[config.mk]
export PLATFORM = sky130hd
export DESIGN_NAME = fp_normalize_seq_flat
export DESIGN_NICKNAME = d
export VERILOG_FILES = /design/src/rtl/fp_norm_pkg.sv /design/src/rtl/fp_normalize_seq_if.sv /design/src/rtl/fp_norm_step.sv /design/src/rtl/fp_normalize_seq.sv /design/src/flat_wrapper.sv
export SDC_FILE = /design/constraint.sdc
export NUM_CORES = 1
export LEC_CHECK = 0
export CORE_MARGIN = 2
export CORE_UTILIZATION = 39
export CTS_BUF_LIST = sky130_fd_sc_hd__clkbuf_16
export CTS_CLUSTER_DIAMETER = 150
export DETAILED_ROUTE_END_ITERATION = 10
export DONT_BUFFER_PORTS = 1
export GPL_ROUTABILITY_DRIVEN = 0
export SKIP_LAST_GASP = 1
export SLEW_MARGIN = 20
export SYNTH_ARGS = -nofsm -noshare
export SYNTH_HDL_FRONTEND = slang
export SYNTH_SLANG_ARGS = --single-unit
export TNS_END_PERCENT = 50
[constraint.sdc]
create_clock -name i_clk -period 8.6 [get_ports i_clk]
set_clock_uncertainty 0.1 [all_clocks]
set_input_delay 1.29 -clock i_clk [delete_from_list [all_inputs] [get_ports i_clk]]
set_output_delay 1.29 -clock i_clk [all_outputs]
set_load 0.02 [all_outputs]
[src/rtl/fp_norm_pkg.sv]
// Shared constants and FSM state type for the sequential mantissa normalizer.
package fp_norm_pkg;

   localparam int MANT_W  = 24;   // mantissa width including the hidden bit
   localparam int EXP_W   = 8;    // biased exponent width
   localparam int SKIP    = 8;    // coarse shift step, one byte group
   localparam int SHIFT_W = 5;    // shift count width, holds 0..23

   localparam logic [EXP_W-1:0]   SKIP_EXP   = EXP_W'(SKIP);
   localparam logic [EXP_W-1:0]   ONE_EXP    = EXP_W'(1);
   localparam logic [SHIFT_W-1:0] SKIP_SHIFT = SHIFT_W'(SKIP);
   localparam logic [SHIFT_W-1:0] ONE_SHIFT  = SHIFT_W'(1);

   typedef enum logic [1:0] {
      IDLE  = 2'd0,
      SHIFT = 2'd1,
      DONE  = 2'd2
   } state_t;

endpackage

[src/rtl/fp_normalize_seq_if.sv]
// Operand/result bus of the normalizer.
// Handshake: a transfer happens on a rising clock edge where valid and ready
// are both 1. The producer holds valid and data stable until that edge; the
// consumer may raise or drop ready freely. Upstream uses i_valid/o_ready,
// downstream uses o_valid/i_ready.
interface fp_normalize_seq_if;
   import fp_norm_pkg::*;

   logic                 i_valid;
   logic                 o_ready;
   logic                 i_sign;
   logic [MANT_W-1:0]    i_mant;
   logic [EXP_W-1:0]     i_exp;
   logic                 o_valid;
   logic                 i_ready;
   logic                 o_sign;
   logic [MANT_W-1:0]    o_mant;
   logic [EXP_W-1:0]     o_exp;
   logic [SHIFT_W-1:0]   o_shift;
   logic                 o_zero;
   logic                 o_underflow;

   // Environment side: supplies operands, consumes results.
   modport master (
      output i_valid, i_sign, i_mant, i_exp, i_ready,
      input  o_ready, o_valid, o_sign, o_mant, o_exp, o_shift, o_zero, o_underflow
   );

   // Normalizer side.
   modport slave (
      input  i_valid, i_sign, i_mant, i_exp, i_ready,
      output o_ready, o_valid, o_sign, o_mant, o_exp, o_shift, o_zero, o_underflow
   );

endinterface

[src/rtl/fp_norm_step.sv]
// One normalization decision on the current mantissa/exponent pair.
// Stop flags are mutually exclusive and follow the priority zero, normalized,
// underflow; when none is set the step shifts by one byte or one bit.
module fp_norm_step
   import fp_norm_pkg::*;
(
   input  logic [MANT_W-1:0]  m,
   input  logic [EXP_W-1:0]   e,
   output logic [MANT_W-1:0]  m_next,
   output logic [EXP_W-1:0]   e_next,
   output logic [SHIFT_W-1:0] inc,
   output logic               zero,
   output logic               normalized,
   output logic               underflow
);

   // Decide stop condition or shift amount; exponent never wraps below 1.
   always_comb begin
      m_next     = m;
      e_next     = e;
      inc        = '0;
      zero       = (m == '0);
      normalized = !zero && m[MANT_W-1];
      underflow  = !zero && !normalized && (e <= ONE_EXP);
      if (!zero && !normalized && !underflow) begin
         if ((m[MANT_W-1 -: SKIP] == '0) && (e > SKIP_EXP)) begin
            m_next = m << SKIP;
            e_next = e - SKIP_EXP;
            inc    = SKIP_SHIFT;
         end else begin
            m_next = m << 1;
            e_next = e - ONE_EXP;
            inc    = ONE_SHIFT;
         end
      end
   end

endmodule

[src/rtl/fp_normalize_seq.sv]
// Multi-cycle left normalizer: shifts the mantissa until bit 23 is set,
// lowering the exponent by the same amount, behind a valid/ready handshake.
// A shift that lands bit 23 finishes in that same cycle, so an m=1 operand
// takes 9 SHIFT cycles (2 byte skips + 7 single shifts).
module fp_normalize_seq
   import fp_norm_pkg::*;
(
   input  logic              i_clk,
   input  logic              i_rst_n,
   fp_normalize_seq_if.slave bus,
   output state_t            o_state
);

   state_t               state;
   logic                 sign_q;
   logic [MANT_W-1:0]    m_q;
   logic [EXP_W-1:0]     e_q;
   logic [SHIFT_W-1:0]   cnt_q;
   logic [SHIFT_W-1:0]   cnt_next;

   logic [MANT_W-1:0]    step_m;
   logic [EXP_W-1:0]     step_e;
   logic [SHIFT_W-1:0]   step_inc;
   logic                 step_zero;
   logic                 step_norm;
   logic                 step_uflow;

   fp_norm_step u_step (
      .m          (m_q),
      .e          (e_q),
      .m_next     (step_m),
      .e_next     (step_e),
      .inc        (step_inc),
      .zero       (step_zero),
      .normalized (step_norm),
      .underflow  (step_uflow)
   );

   assign cnt_next    = cnt_q + step_inc;
   assign bus.o_ready = (state == IDLE);
   assign o_state     = state;

   // Control FSM plus working registers and registered result outputs.
   always_ff @(posedge i_clk or negedge i_rst_n) begin
      if (!i_rst_n) begin
         state           <= IDLE;
         sign_q          <= 1'b0;
         m_q             <= '0;
         e_q             <= '0;
         cnt_q           <= '0;
         bus.o_valid     <= 1'b0;
         bus.o_sign      <= 1'b0;
         bus.o_mant      <= '0;
         bus.o_exp       <= '0;
         bus.o_shift     <= '0;
         bus.o_zero      <= 1'b0;
         bus.o_underflow <= 1'b0;
      end else begin
         case (state)
            IDLE: begin
               if (bus.i_valid) begin
                  sign_q <= bus.i_sign;
                  m_q    <= bus.i_mant;
                  e_q    <= bus.i_exp;
                  cnt_q  <= '0;
                  state  <= SHIFT;
               end
            end
            SHIFT: begin
               if (step_zero) begin
                  bus.o_sign      <= sign_q;
                  bus.o_mant      <= m_q;
                  bus.o_exp       <= '0;
                  bus.o_shift     <= '0;
                  bus.o_zero      <= 1'b1;
                  bus.o_underflow <= 1'b0;
                  bus.o_valid     <= 1'b1;
                  state           <= DONE;
               end else if (step_norm) begin
                  bus.o_sign      <= sign_q;
                  bus.o_mant      <= m_q;
                  bus.o_exp       <= e_q;
                  bus.o_shift     <= cnt_q;
                  bus.o_zero      <= 1'b0;
                  bus.o_underflow <= 1'b0;
                  bus.o_valid     <= 1'b1;
                  state           <= DONE;
               end else if (step_uflow) begin
                  // Exponent exhausted: keep the partially shifted mantissa.
                  bus.o_sign      <= sign_q;
                  bus.o_mant      <= m_q;
                  bus.o_exp       <= '0;
                  bus.o_shift     <= cnt_q;
                  bus.o_zero      <= 1'b0;
                  bus.o_underflow <= 1'b1;
                  bus.o_valid     <= 1'b1;
                  state           <= DONE;
               end else begin
                  m_q   <= step_m;
                  e_q   <= step_e;
                  cnt_q <= cnt_next;
                  // Finish right away when this shift sets the top bit.
                  if (step_m[MANT_W-1]) begin
                     bus.o_sign      <= sign_q;
                     bus.o_mant      <= step_m;
                     bus.o_exp       <= step_e;
                     bus.o_shift     <= cnt_next;
                     bus.o_zero      <= 1'b0;
                     bus.o_underflow <= 1'b0;
                     bus.o_valid     <= 1'b1;
                     state           <= DONE;
                  end
               end
            end
            DONE: begin
               if (bus.i_ready) begin
                  bus.o_valid <= 1'b0;
                  state       <= IDLE;
               end
            end
            default: begin
               bus.o_valid <= 1'b0;
               state       <= IDLE;
            end
         endcase
      end
   end

endmodule

[src/flat_wrapper.sv]
// flat-port wrapper written by rule: the top's interface ports become plain ports
module fp_normalize_seq_flat import fp_norm_pkg::*;
  (i_clk, i_rst_n, o_state, bus_i_valid, bus_i_sign, bus_i_mant, bus_i_exp, bus_i_ready, bus_o_ready, bus_o_valid, bus_o_sign, bus_o_mant, bus_o_exp, bus_o_shift, bus_o_zero, bus_o_underflow);
  fp_normalize_seq_if bus_i ();
  input  logic i_clk;
  input  logic i_rst_n;
  output state_t o_state;
  input wire logic [$bits(bus_i.i_valid)-1:0] bus_i_valid;
  input wire logic [$bits(bus_i.i_sign)-1:0] bus_i_sign;
  input wire logic [$bits(bus_i.i_mant)-1:0] bus_i_mant;
  input wire logic [$bits(bus_i.i_exp)-1:0] bus_i_exp;
  input wire logic [$bits(bus_i.i_ready)-1:0] bus_i_ready;
  output wire logic [$bits(bus_i.o_ready)-1:0] bus_o_ready;
  output wire logic [$bits(bus_i.o_valid)-1:0] bus_o_valid;
  output wire logic [$bits(bus_i.o_sign)-1:0] bus_o_sign;
  output wire logic [$bits(bus_i.o_mant)-1:0] bus_o_mant;
  output wire logic [$bits(bus_i.o_exp)-1:0] bus_o_exp;
  output wire logic [$bits(bus_i.o_shift)-1:0] bus_o_shift;
  output wire logic [$bits(bus_i.o_zero)-1:0] bus_o_zero;
  output wire logic [$bits(bus_i.o_underflow)-1:0] bus_o_underflow;
  assign bus_i.i_valid = bus_i_valid;
  assign bus_i.i_sign = bus_i_sign;
  assign bus_i.i_mant = bus_i_mant;
  assign bus_i.i_exp = bus_i_exp;
  assign bus_i.i_ready = bus_i_ready;
  assign bus_o_ready = bus_i.o_ready;
  assign bus_o_valid = bus_i.o_valid;
  assign bus_o_sign = bus_i.o_sign;
  assign bus_o_mant = bus_i.o_mant;
  assign bus_o_exp = bus_i.o_exp;
  assign bus_o_shift = bus_i.o_shift;
  assign bus_o_zero = bus_i.o_zero;
  assign bus_o_underflow = bus_i.o_underflow;
  fp_normalize_seq u_core (.i_clk(i_clk), .i_rst_n(i_rst_n), .bus(bus_i), .o_state(o_state));
endmodule
==> impl_metrics.env, run 1 <==
export IMPL_fin_nets=492
export IMPL_root_buffer="clkbuf_16"
export IMPL_num_vias=3392
export IMPL_cts_hold_buffers=0
export IMPL_die_area_mm2=0.0120
export IMPL_final_common_cell="dfrtp_1"
export IMPL_synth_nets=510
export IMPL_path_buf_inv=2
export IMPL_yosysWarningCount=0
export IMPL_path_class="reg -> reg"
export IMPL_maxCapViolCount=0
export IMPL_coreArea_mm2=0.0109
export IMPL_routed_via_density=5.73
export IMPL_slew_viol_final=0
export IMPL_finalCritPeriodShare_pct=42.8
export IMPL_cts_setup_buffers=0
export IMPL_first_pass_iters=4
export IMPL_cts_resized=0
export IMPL_cp_start_kind="flip-flop"
export IMPL_first_global_vias=3517
export IMPL_synth_edff_count=0
export IMPL_arrival_ps=3790
export IMPL_rsz0062_at_grt="false"
export IMPL_antenna_found_initial=0
export IMPL_grtUsageTotal_pct=19.9
export IMPL_max_clock_path_buffers=2
export IMPL_wl_per_cell_um=19.0
export IMPL_grt_first_pass_wirelength_um=18500
export IMPL_cp_slowest_cell="or4_1"
export IMPL_dieWidth_um=110
export IMPL_synth_main_ff_cell="dfrtp_1"
export IMPL_power_density_mw_per_mm2=416
export IMPL_drc=0
export IMPL_synth_seq_cells=81
export IMPL_finalPower_uw=1950
export IMPL_avgSynthCellArea_um2=9.35
export IMPL_dp_slack_ps=4930
export IMPL_clkSinkCount=81
export IMPL_cpLargestDelayFamily="simple AND/OR/NAND/NOR gates"
export IMPL_layout_common_cells="dfrtp_1, nand2_1, nor2_1"
export IMPL_io_buffers=0
export IMPL_setup_viol=0
export IMPL_grt_overflow=0
export IMPL_cp_end_kind="flip-flop"
export IMPL_tritoncts="yes"
export IMPL_fin_crit_ps=3690
export IMPL_antenna_cells=0
export IMPL_clkTransAtPathRegs_ps=60
export IMPL_initial_core_util_pct=40.0
export IMPL_max_stage_delay_ps=640
export IMPL_crit_top_cell="ha_1"
export IMPL_synth_cells=466
export IMPL_synth_distinct_cells=60
export IMPL_setup_slack_ps=4910
export IMPL_grt_max_degree=82
export IMPL_holdCritPathClass="reg -> reg"
export IMPL_clock_latency_ps=330
export IMPL_async_flop_share_pct=100
export IMPL_crit_fanout=38
export IMPL_die_height_um=110
export IMPL_status="completed"
export IMPL_ios=81
export IMPL_first_iter_violations=253
export IMPL_yosysSeqAreaShare_pct=46.5
export IMPL_fmax_ghz=0.271
export IMPL_fin_tns_setup_ps=0
export IMPL_rows=38
export IMPL_htreeDepth=3
export IMPL_tightestPinTransition_ps=993
export IMPL_syn_to_final_growth_pct=7.29
export IMPL_worstPathRequired_ps=8710
export IMPL_slew_headroom_pct=33.6
export IMPL_syn_area_mm2=0.00436
export IMPL_ir_drop_v=0.000182
export IMPL_hold_violations=0
export IMPL_hpwlAfterDp_um=7700
export IMPL_wirelength_um=11300
export IMPL_postRouteAntennaNets=0
export IMPL_drive_gt1_share_pct=8.41
export IMPL_path_cells="or4_1 -> or2_0 -> o21a_1 -> buf_4 -> nand2_1 -> inv_1 -> ha_1 -> ha_1 -> a31oi_1 -> nor2_1 -> o21ai_0 -> xor2_1 -> o21ai_1"
export IMPL_leakagePower_uw=0.00218
export IMPL_numCtsBuffers=9
[Yosys cell counts (all sizes together), types with 2 or more instances]
| master | n | share of area (%) |
|---|---|---|
| dfrtp | 81 | 46 |
| inv | 6 | 0.52 |
| o31ai | 12 | 2.2 |
| or4 | 2 | 0.43 |
| buf | 23 | 3.6 |
| and3 | 8 | 1.1 |
| ha | 7 | 2.0 |
| a2bb2oi | 2 | 0.40 |
| a31oi | 3 | 0.43 |
| mux2i | 18 | 4.1 |
| a211oi | 18 | 3.7 |
| and2 | 4 | 0.57 |
| xor2 | 5 | 1.0 |
| nand2 | 66 | 5.7 |
| o22a | 2 | 0.40 |
| a21o | 26 | 4.5 |
| nor2 | 46 | 4.1 |
| nor4 | 7 | 1.3 |
| o21ai | 44 | 5.3 |
| nor2b | 2 | 0.29 |
| nand4 | 4 | 0.57 |
| nand2b | 2 | 0.29 |
| nor3b | 2 | 0.34 |
| clkbuf | 10 | 0.86 |
| a21oi | 25 | 3.0 |
| or2 | 2 | 0.29 |
| o21a | 2 | 0.34 |
| nor3 | 3 | 0.34 |
| o22ai | 10 | 1.4 |
| a22oi | 2 | 0.34 |
| nand3 | 6 | 0.69 |
[flip-flops by register name, indices dropped and copies added (netlist names)]
signal and count:
u_core.bus.o_mant 24, u_core.sign_q 1, u_core.bus.o_valid 1, u_core.bus.o_zero 1, u_core.bus.o_sign 1, u_core.cnt_q 5, u_core.e_q 8, u_core.bus.o_exp 8
u_core.bus.o_underflow 1, u_core.m_q 24, u_core.bus.o_shift 5, u_core.o_state 2
[where the power goes]
part	total (uW)	internal, uW	switching, uW
clock	364	219	145
combinational	747	291	456
sequential	837	546	291
total	1950	1060	892
[tightest hold or removal path, cell delays in order (launching register included)]
cell     delay [ps]
dfrtp_1         340
nand2_1          50
nand2_1          50
[through the flow]
stage / util [%] / cells / cell area [um^2] / hold slack (ps)
after floorplan: - / 466 / 4360 / 342
after global placement: 40.4 / 577 / 4400 / 355
after detailed placement: 40.4 / 577 / 4400 / 366
after CTS: 43.0 / 592 / 4680 / 385
after global routing: 43.0 / 592 / 4680 / 428
final: 43.0 / 592 / 4680 / 379
[logic make-up after synthesis]
kind of cell             after synthesis  share of synthesized area (%)
flip-flops                            81                           46.5
buffers and inverters                 39                           4.97
AND/OR/NAND/NOR                      156                           16.4
adder cells (fa/ha/maj)                7                           2.01
XOR/XNOR                               6                           1.21
AO/OA/AOI/OAI                        158                           24.5
multiplexers                          19                           4.39
[layout make-up]
cell class,instances,area [um^2]
fillers,1068,6210
multi-input cells,346,2150
flip-flops and latches,81,2030
clock buffers,9,225
well taps,140,175
clock inverters,6,51.3
repair buffers,4,30.0
inverters,6,22.5
[worst paths after layout]
check	start	to	slack, ps	cells after the start
setup / recovery	u_core.m_q[23]	u_core.bus.o_shift[4]	4910	13
hold / removal	u_core.sign_q	u_core.sign_q	380	2
setup reg to reg	u_core.m_q[23]	u_core.bus.o_shift[4]	4910	13
hold reg to reg	u_core.sign_q	u_core.sign_q	380	2
max in group asynchronous	i_rst_n	u_core.bus.o_mant[6]	7730	0
min in group asynchronous	i_rst_n	u_core.bus.o_shift[0]	550	0
[layer usage]
layer | wire (um) | GRT usage, %
met5 | 0 | 0
met4 | 100 | 5.42
met3 | 642 | 4.15
met2 | 5320 | 32.8
met1 | 5210 | 26.5
Power figures use the tool's default switching activity.
==> run 2, diff against run 1 <==
--- a/config.mk
+++ b/config.mk
@@ -5,6 +5,7 @@
 export SDC_FILE = /design/constraint.sdc
 export NUM_CORES = 1
 export LEC_CHECK = 0
+export ABC_AREA = 1
 export CORE_MARGIN = 2
 export CORE_UTILIZATION = 39
 export CTS_BUF_LIST = sky130_fd_sc_hd__clkbuf_16
==> constraint.sdc (replaced) <==
create_clock -name i_clk -period 3.3 [get_ports i_clk]
set_clock_uncertainty 0.1 [all_clocks]
set_input_delay 0.495 -clock i_clk [delete_from_list [all_inputs] [get_ports i_clk]]
set_output_delay 0.495 -clock i_clk [all_outputs]
set_load 0.02 [all_outputs]
==> run 2 against run 1 <==
Compared with the run above:
- final area grew 11%
- routed wire length is 16% higher
- register-to-register slack got worse by 4400 ps
- maximum frequency rose by 31%
- first-iteration DRC count up 54%
- worst setup slack lost 4400 ps
- combinational power increased to 3.9 times the previous value
- critical endpoint unchanged
- largest power group is now combinational cells
==> impl_metrics.env, run 2 <==
export IMPL_drive_gt1_share_pct=8.09
export IMPL_fmax_ghz=0.357
export IMPL_clkTransAtPathRegs_ps=60
export IMPL_synth_mux_area_share_pct=0.238
export IMPL_route_met3_wl_um=769
export IMPL_syn_area_mm2=0.00473
export IMPL_numCtsBuffers=9
export IMPL_synth_cells=692
export IMPL_synth_compound_area_share_pct=7.12
export IMPL_synth_edff_count=0
export IMPL_clkSinkCount=81
export IMPL_top_layer_used="met4"
export IMPL_initial_core_util_pct=39.7
export IMPL_synth_main_ff_cell="dfrtp_1"
export IMPL_hp_start="bus_i_ready"
export IMPL_crit_fanout=13
export IMPL_hold_violations=0
export IMPL_synth_seq_cells=81
export IMPL_setup_slack_ps=496
export IMPL_cp_end_kind="flip-flop"
export IMPL_wirelength_um=13100
export IMPL_avgSynthCellArea_um2=6.83
export IMPL_synthAdderAreaFrac_pct=1.85
export IMPL_crit_start="u_core.e_q[0]"
export IMPL_grtUsageTotal_pct=21.0
export IMPL_post_route_util_pct=43.5
export IMPL_synth_distinct_cells=31
export IMPL_hpwlAfterDp_um=8790
export IMPL_layout_common_cells="nand2_1, dfrtp_1, nor2_1"
export IMPL_status="completed"
export IMPL_synth_commonest_cells="nand2_1, dfrtp_1, nor2_1"
export IMPL_tightestPinTransition_ps=492
export IMPL_fillers=1223
export IMPL_routed_via_density=5.15
export IMPL_yosysWarningCount=0
export IMPL_rsz0062_at_grt="false"
export IMPL_r2r_start="u_core.e_q[0]"
export IMPL_dieWidth_um=114
export IMPL_syn_to_final_growth_pct=9.53
export IMPL_antenna_cells=0
export IMPL_slew_viol_final=0
export IMPL_cts_setup_buffers=0
export IMPL_maxCapViolCount=0
export IMPL_root_buffer="clkbuf_16"
export IMPL_path_class="reg -> reg"
export IMPL_clock_latency_ps=350
export IMPL_synth_top_family_by_area="simple AND/OR/NAND/NOR gates"
export IMPL_first_global_vias=4113
export IMPL_antenna_found_initial=0
export IMPL_num_vias=4319
export IMPL_fin_tns_setup_ps=0
export IMPL_die_area_mm2=0.0130
export IMPL_coreArea_mm2=0.0119
export IMPL_synth_xor_area_share_pct=1.67
export IMPL_cp_start_kind="flip-flop"
export IMPL_fin_crit_ps=2800
export IMPL_cts_resized=0
export IMPL_die_height_um=114
export IMPL_wl_met2_um=5740
export IMPL_io_buffers=0
export IMPL_worstPathRequired_ps=3420
export IMPL_holdCritPathClass="in -> reg"
export IMPL_finalCritPeriodShare_pct=85.0
export IMPL_setup_viol=0
export IMPL_synth_most_common_cell="nand2_1"
export IMPL_first_iter_violations=389
export IMPL_leakagePower_uw=0.00277
export IMPL_async_flop_share_pct=100
export IMPL_yosysTopAreaCellShare_pct=42.9
export IMPL_tritoncts="yes"
export IMPL_wl_per_cell_um=15.6
export IMPL_drc=0
export IMPL_fin_nets=731
export IMPL_htreeDepth=3
export IMPL_rows=40
export IMPL_wl_met1_um=6250
export IMPL_dp_slack_ps=583
export IMPL_first_pass_iters=5
export IMPL_cts_hold_buffers=2
export IMPL_arrival_ps=2930
export IMPL_synth_nets=736
export IMPL_ir_drop_v=0.000321
export IMPL_reg_top3="u_core.bus.o_mant: 24 flops, u_core.m_q: 24 flops"
export IMPL_max_clock_path_buffers=2
export IMPL_postRouteAntennaNets=0
export IMPL_grt_first_pass_wirelength_um=21400
export IMPL_yosysSeqAreaShare_pct=42.9
export IMPL_power_density_mw_per_mm2=1160
export IMPL_yosys_area_share_simple_pct=40.2
export IMPL_final_common_cell="nand2_1"
export IMPL_grt_max_degree=82
export IMPL_slew_headroom_pct=67.2
export IMPL_grt_overflow=0
export IMPL_ios=81
export IMPL_yosys_area_top_type="dfrtp_1"
export IMPL_ys_top_cells_by_area="dfrtp_1, nand2_1, nand3_1"
## run 2: cell count changes in the layout (fill, tap and decap cells not counted), sizes merged, moves of 10 or more
cell    change
o31ai      -10
nand2     +276
a211oi     -18
nand3      +44
o21ai      -11
nor2       +20
o22ai      -10
mux2i      -18
a21o       -26
inv        +25
## run 2: routing by layer
layer	global-route usage (%)	up-vias
li1	-	2155
met1	29.0	2015
met2	32.0	126
met3	4.71	23
met4	8.37	0
met5	0	-
## run 2: cell families (layout without fill, tap and decap cells)
logic type                 count (synthesis)  after routing
muxes                                      1              1
adders and majority gates                  7              7
buffers and inverters                     63             63
and+or+nand+nor                          469            469
AOI/OAI and AO/OA                         62             62
xor gates and xnor gates                   9              9
DFF                                       81             81
## run 2: final cells by class
cell class              count  area, um^2  area share [%]
multi-input cells         548        2430            46.9
repair buffers             14         128            2.46
clock buffers               9         225            4.35
well taps                 147         184            3.55
inverters                  33         125            2.42
clock inverters             7        61.3            1.18
flip-flops and latches     81        2030            39.1
## run 2: path summary, 6_finish.rpt
kind,to,cells past startpoint,slack [ps]
min reg2reg,u_core.bus.o_sign,2,370
max,u_core.bus.o_shift[4],14,500
min,u_core.o_state[1],1,150
max in group asynchronous,u_core.cnt_q[1],2,2140
min in group asynchronous,u_core.e_q[7],2,620
max reg2reg,u_core.bus.o_shift[4],14,500
## run 2: per-stage QoR
| stage | hold WS (ps) | instances | instance area (um^2) | power [uW] |
|---|---|---|---|---|
| 2_1_floorplan | 99.4 | 692 | 4730 | 4250 |
| 3_3_place_gp | 104 | 821 | 4850 | 4940 |
| 3_5_place_dp | 103 | 821 | 4850 | 4990 |
| 4_1_cts | 146 | 839 | 5180 | 6030 |
| 5_1_grt | 180 | 839 | 5180 | 6550 |
| 6_report | 153 | 839 | 5180 | 6020 |
## run 2: power by group
group / internal, uW / switching, uW / leakage [uW] / total, uW
combinational: 930 / 1950 / 0.00161 / 2880
sequential: 1440 / 704 / 0.00102 / 2150
clock: 578 / 413 / 0.000142 / 991
## run 2: critical path, stage by stage, from the launching register on
cell and delay [ps]:
dfrtp_1 410, inv_1 190, ha_1 270, o21ai_1 100, nor2_2 190, inv_2 70
nand3_4 170, nor2_2 60, ha_1 230, ha_1 220, a31o_2 260, xor2_1 160
nand3_1 90, nand2_1 70, o21ai_0 80
==> run 3, diff against run 2 <==
==> constraint.sdc (replaced) <==
create_clock -name i_clk -period 2.4 [get_ports i_clk]
set_clock_uncertainty 0.1 [all_clocks]
set_input_delay 0.36 -clock i_clk [delete_from_list [all_inputs] [get_ports i_clk]]
set_output_delay 0.36 -clock i_clk [all_outputs]
set_load 0.02 [all_outputs]
==> run 3 against run 2 <==
Compared with the run above:
- maximum frequency increased by 17%
- final area is 6.1% higher
- hold slack got worse by 120 ps
- critical path type unchanged
- critical endpoint unchanged
==> impl_metrics.env, run 3 (synthesis results as in run 2) <==
export IMPL_die_area_mm2=0.0130
export IMPL_tightestPinTransition_ps=460
export IMPL_ir_drop_v=0.000639
export IMPL_worstPathRequired_ps=2520
export IMPL_initial_core_util_pct=39.7
export IMPL_max_clock_path_buffers=2
export IMPL_clock_latency_ps=340
export IMPL_power_frac_seq_pct=31.9
export IMPL_hold_slack_ps=34.9
export IMPL_coreArea_mm2=0.0119
export IMPL_dieWidth_um=114
export IMPL_hold_violations=0
export IMPL_die_height_um=114
export IMPL_postRouteAntennaNets=0
export IMPL_combPwrFrac_pct=52.8
export IMPL_reg_top3="u_core.bus.o_mant: 24 flops, u_core.m_q: 24 flops"
export IMPL_antenna_cells=0
export IMPL_fmax_ghz=0.418
export IMPL_fin_crit_ps=2390
export IMPL_routed_via_density=5.07
export IMPL_path_cells="nor2_1 -> nand2_1 -> nor2_1 -> nand3_2 -> nand3_4 -> nor2_4 -> ha_1 -> ha_1 -> a31o_2 -> xor2_1 -> nand3_1 -> nand2_1 -> o21ai_0"
export IMPL_numCtsBuffers=9
export IMPL_clkTransAtPathRegs_ps=60
export IMPL_grt_overflow=0
export IMPL_root_buffer="clkbuf_16"
export IMPL_first_pass_iters=5
export IMPL_p_sw_share_pct=48.8
export IMPL_ios=81
export IMPL_layout_common_cells="nand2_1, dfrtp_1, nor2_1"
export IMPL_slew_viol_final=0
export IMPL_final_common_cell="nand2_1"
export IMPL_first_global_vias=4349
export IMPL_htreeDepth=3
export IMPL_maxCapViolCount=0
export IMPL_regToRegSetupSlack_ps=10
export IMPL_arrival_ps=2510
export IMPL_cts_setup_buffers=0
export IMPL_power_density_mw_per_mm2=1590
export IMPL_drc=0
export IMPL_hpwlAfterDp_um=9390
export IMPL_path_class="reg -> reg"
export IMPL_pwr_share_clk_pct=15.3
export IMPL_status="completed"
export IMPL_p_sw_uw=4270
export IMPL_rsz0062_at_grt="true"
export IMPL_syn_to_final_growth_pct=16.2
export IMPL_slew_headroom_pct=69.3
export IMPL_finalCritPeriodShare_pct=99.6
export IMPL_p_int_uw=4480
export IMPL_fin_nets=765
export IMPL_rows=40
export IMPL_grtUsageTotal_pct=21.6
export IMPL_grt_max_degree=82
export IMPL_first_iter_violations=400
export IMPL_tritoncts="yes"
export IMPL_num_vias=4425
export IMPL_setup_viol=0
export IMPL_max_stage_delay_ps=430
export IMPL_clkSinkCount=81
export IMPL_crit_fanout=4
export IMPL_wirelength_um=13300
export IMPL_cp_start_kind="flip-flop"
export IMPL_fin_tns_setup_ps=0
export IMPL_leakagePower_uw=0.00296
export IMPL_grt_first_pass_wirelength_um=22000
export IMPL_drive_gt1_share_pct=12.4
export IMPL_cp_slowest_cell="dfrtp_1"
export IMPL_cp_end_kind="flip-flop"
export IMPL_holdCritPathClass="in -> reg"
export IMPL_io_buffers=0
export IMPL_wl_per_cell_um=15.2
export IMPL_antenna_found_initial=0
## run 3: cell count changes in the layout (fill, tap and decap cells not counted), moves of 2 or more
cell | previous run | this run
clkinv_2 | 5 | 2
buf_4 | 12 | 42
buf_12 | 0 | 4
inv_2 | 3 | 5
## run 3: worst paths after layout
kind | from | to | cells past startpoint
worst max-delay path | u_core.m_q[18] | u_core.bus.o_shift[4] | 13
worst min-delay path | bus_i_ready | u_core.o_state[1] | 1
worst max register to register | u_core.m_q[18] | u_core.bus.o_shift[4] | 13
worst min register to register | u_core.sign_q | u_core.bus.o_sign | 2
max in group asynchronous | i_rst_n | u_core.e_q[0] | 2
min in group asynchronous | i_rst_n | u_core.e_q[3] | 2
## run 3: repair_timing
item,in CTS,in global routing
endpoints found under the hold margin,81,0
resized for setup,1,1
setup endpoints to repair,1,36
hold buffers,2,0
## run 3: critical path, delay by kind of cell (launching register included)
| kind | cells | cell delay [ps] |
|---|---|---|
| AND/OR/NAND/NOR | 8 | 820 |
| XOR/XNOR | 1 | 160 |
| AO/OA/AOI/OAI | 2 | 320 |
| adder cells (fa/ha/maj) | 2 | 430 |
| flip-flops | 1 | 430 |
## run 3: final cells by class
class	instances	area, um^2
Clock inverter	7	55.1
Clock buffer	9	225
Fill cell	1259	6410
Tap cell	147	184
Sequential cell	81	2030
Timing Repair Buffer	48	433
Multi-Input combinational cell	548	2450
Inverter	33	126
## run 3: stage by stage
step	power (uW)	instances	utilization, %	instance area [um^2]	setup WS, ps
after global placement	7300	855	43.5	5180	66.8
after CTS	8800	873	46.1	5500	9.15
after global routing	9580	873	46.1	5500	-130
after floorplan	5880	692	-	4750	19.1
after detailed placement	7390	855	43.5	5180	-27.7
final	8760	873	46.1	5500	9.58
## run 3: power groups by stage
stage	Combinational (uW)	Sequential (uW)	Clock, uW
2_1_floorplan	3100	2790	0
3_3_place_gp	4500	2790	0
3_5_place_dp	4580	2810	0
4_1_cts	4640	2800	1360
5_1_grt	5280	2880	1420
6_report	4620	2800	1340
## run 3: routing by layer
layer  global-route usage (%)  vias to the layer above  share of wire [%]
met3                     5.29                       10                5.6
met1                     29.7                     2059                 48
met4                     6.02                        0                1.3
met2                     34.0                      132                 46
li1                         -                     2224                  -
met5                        0                        -                  0
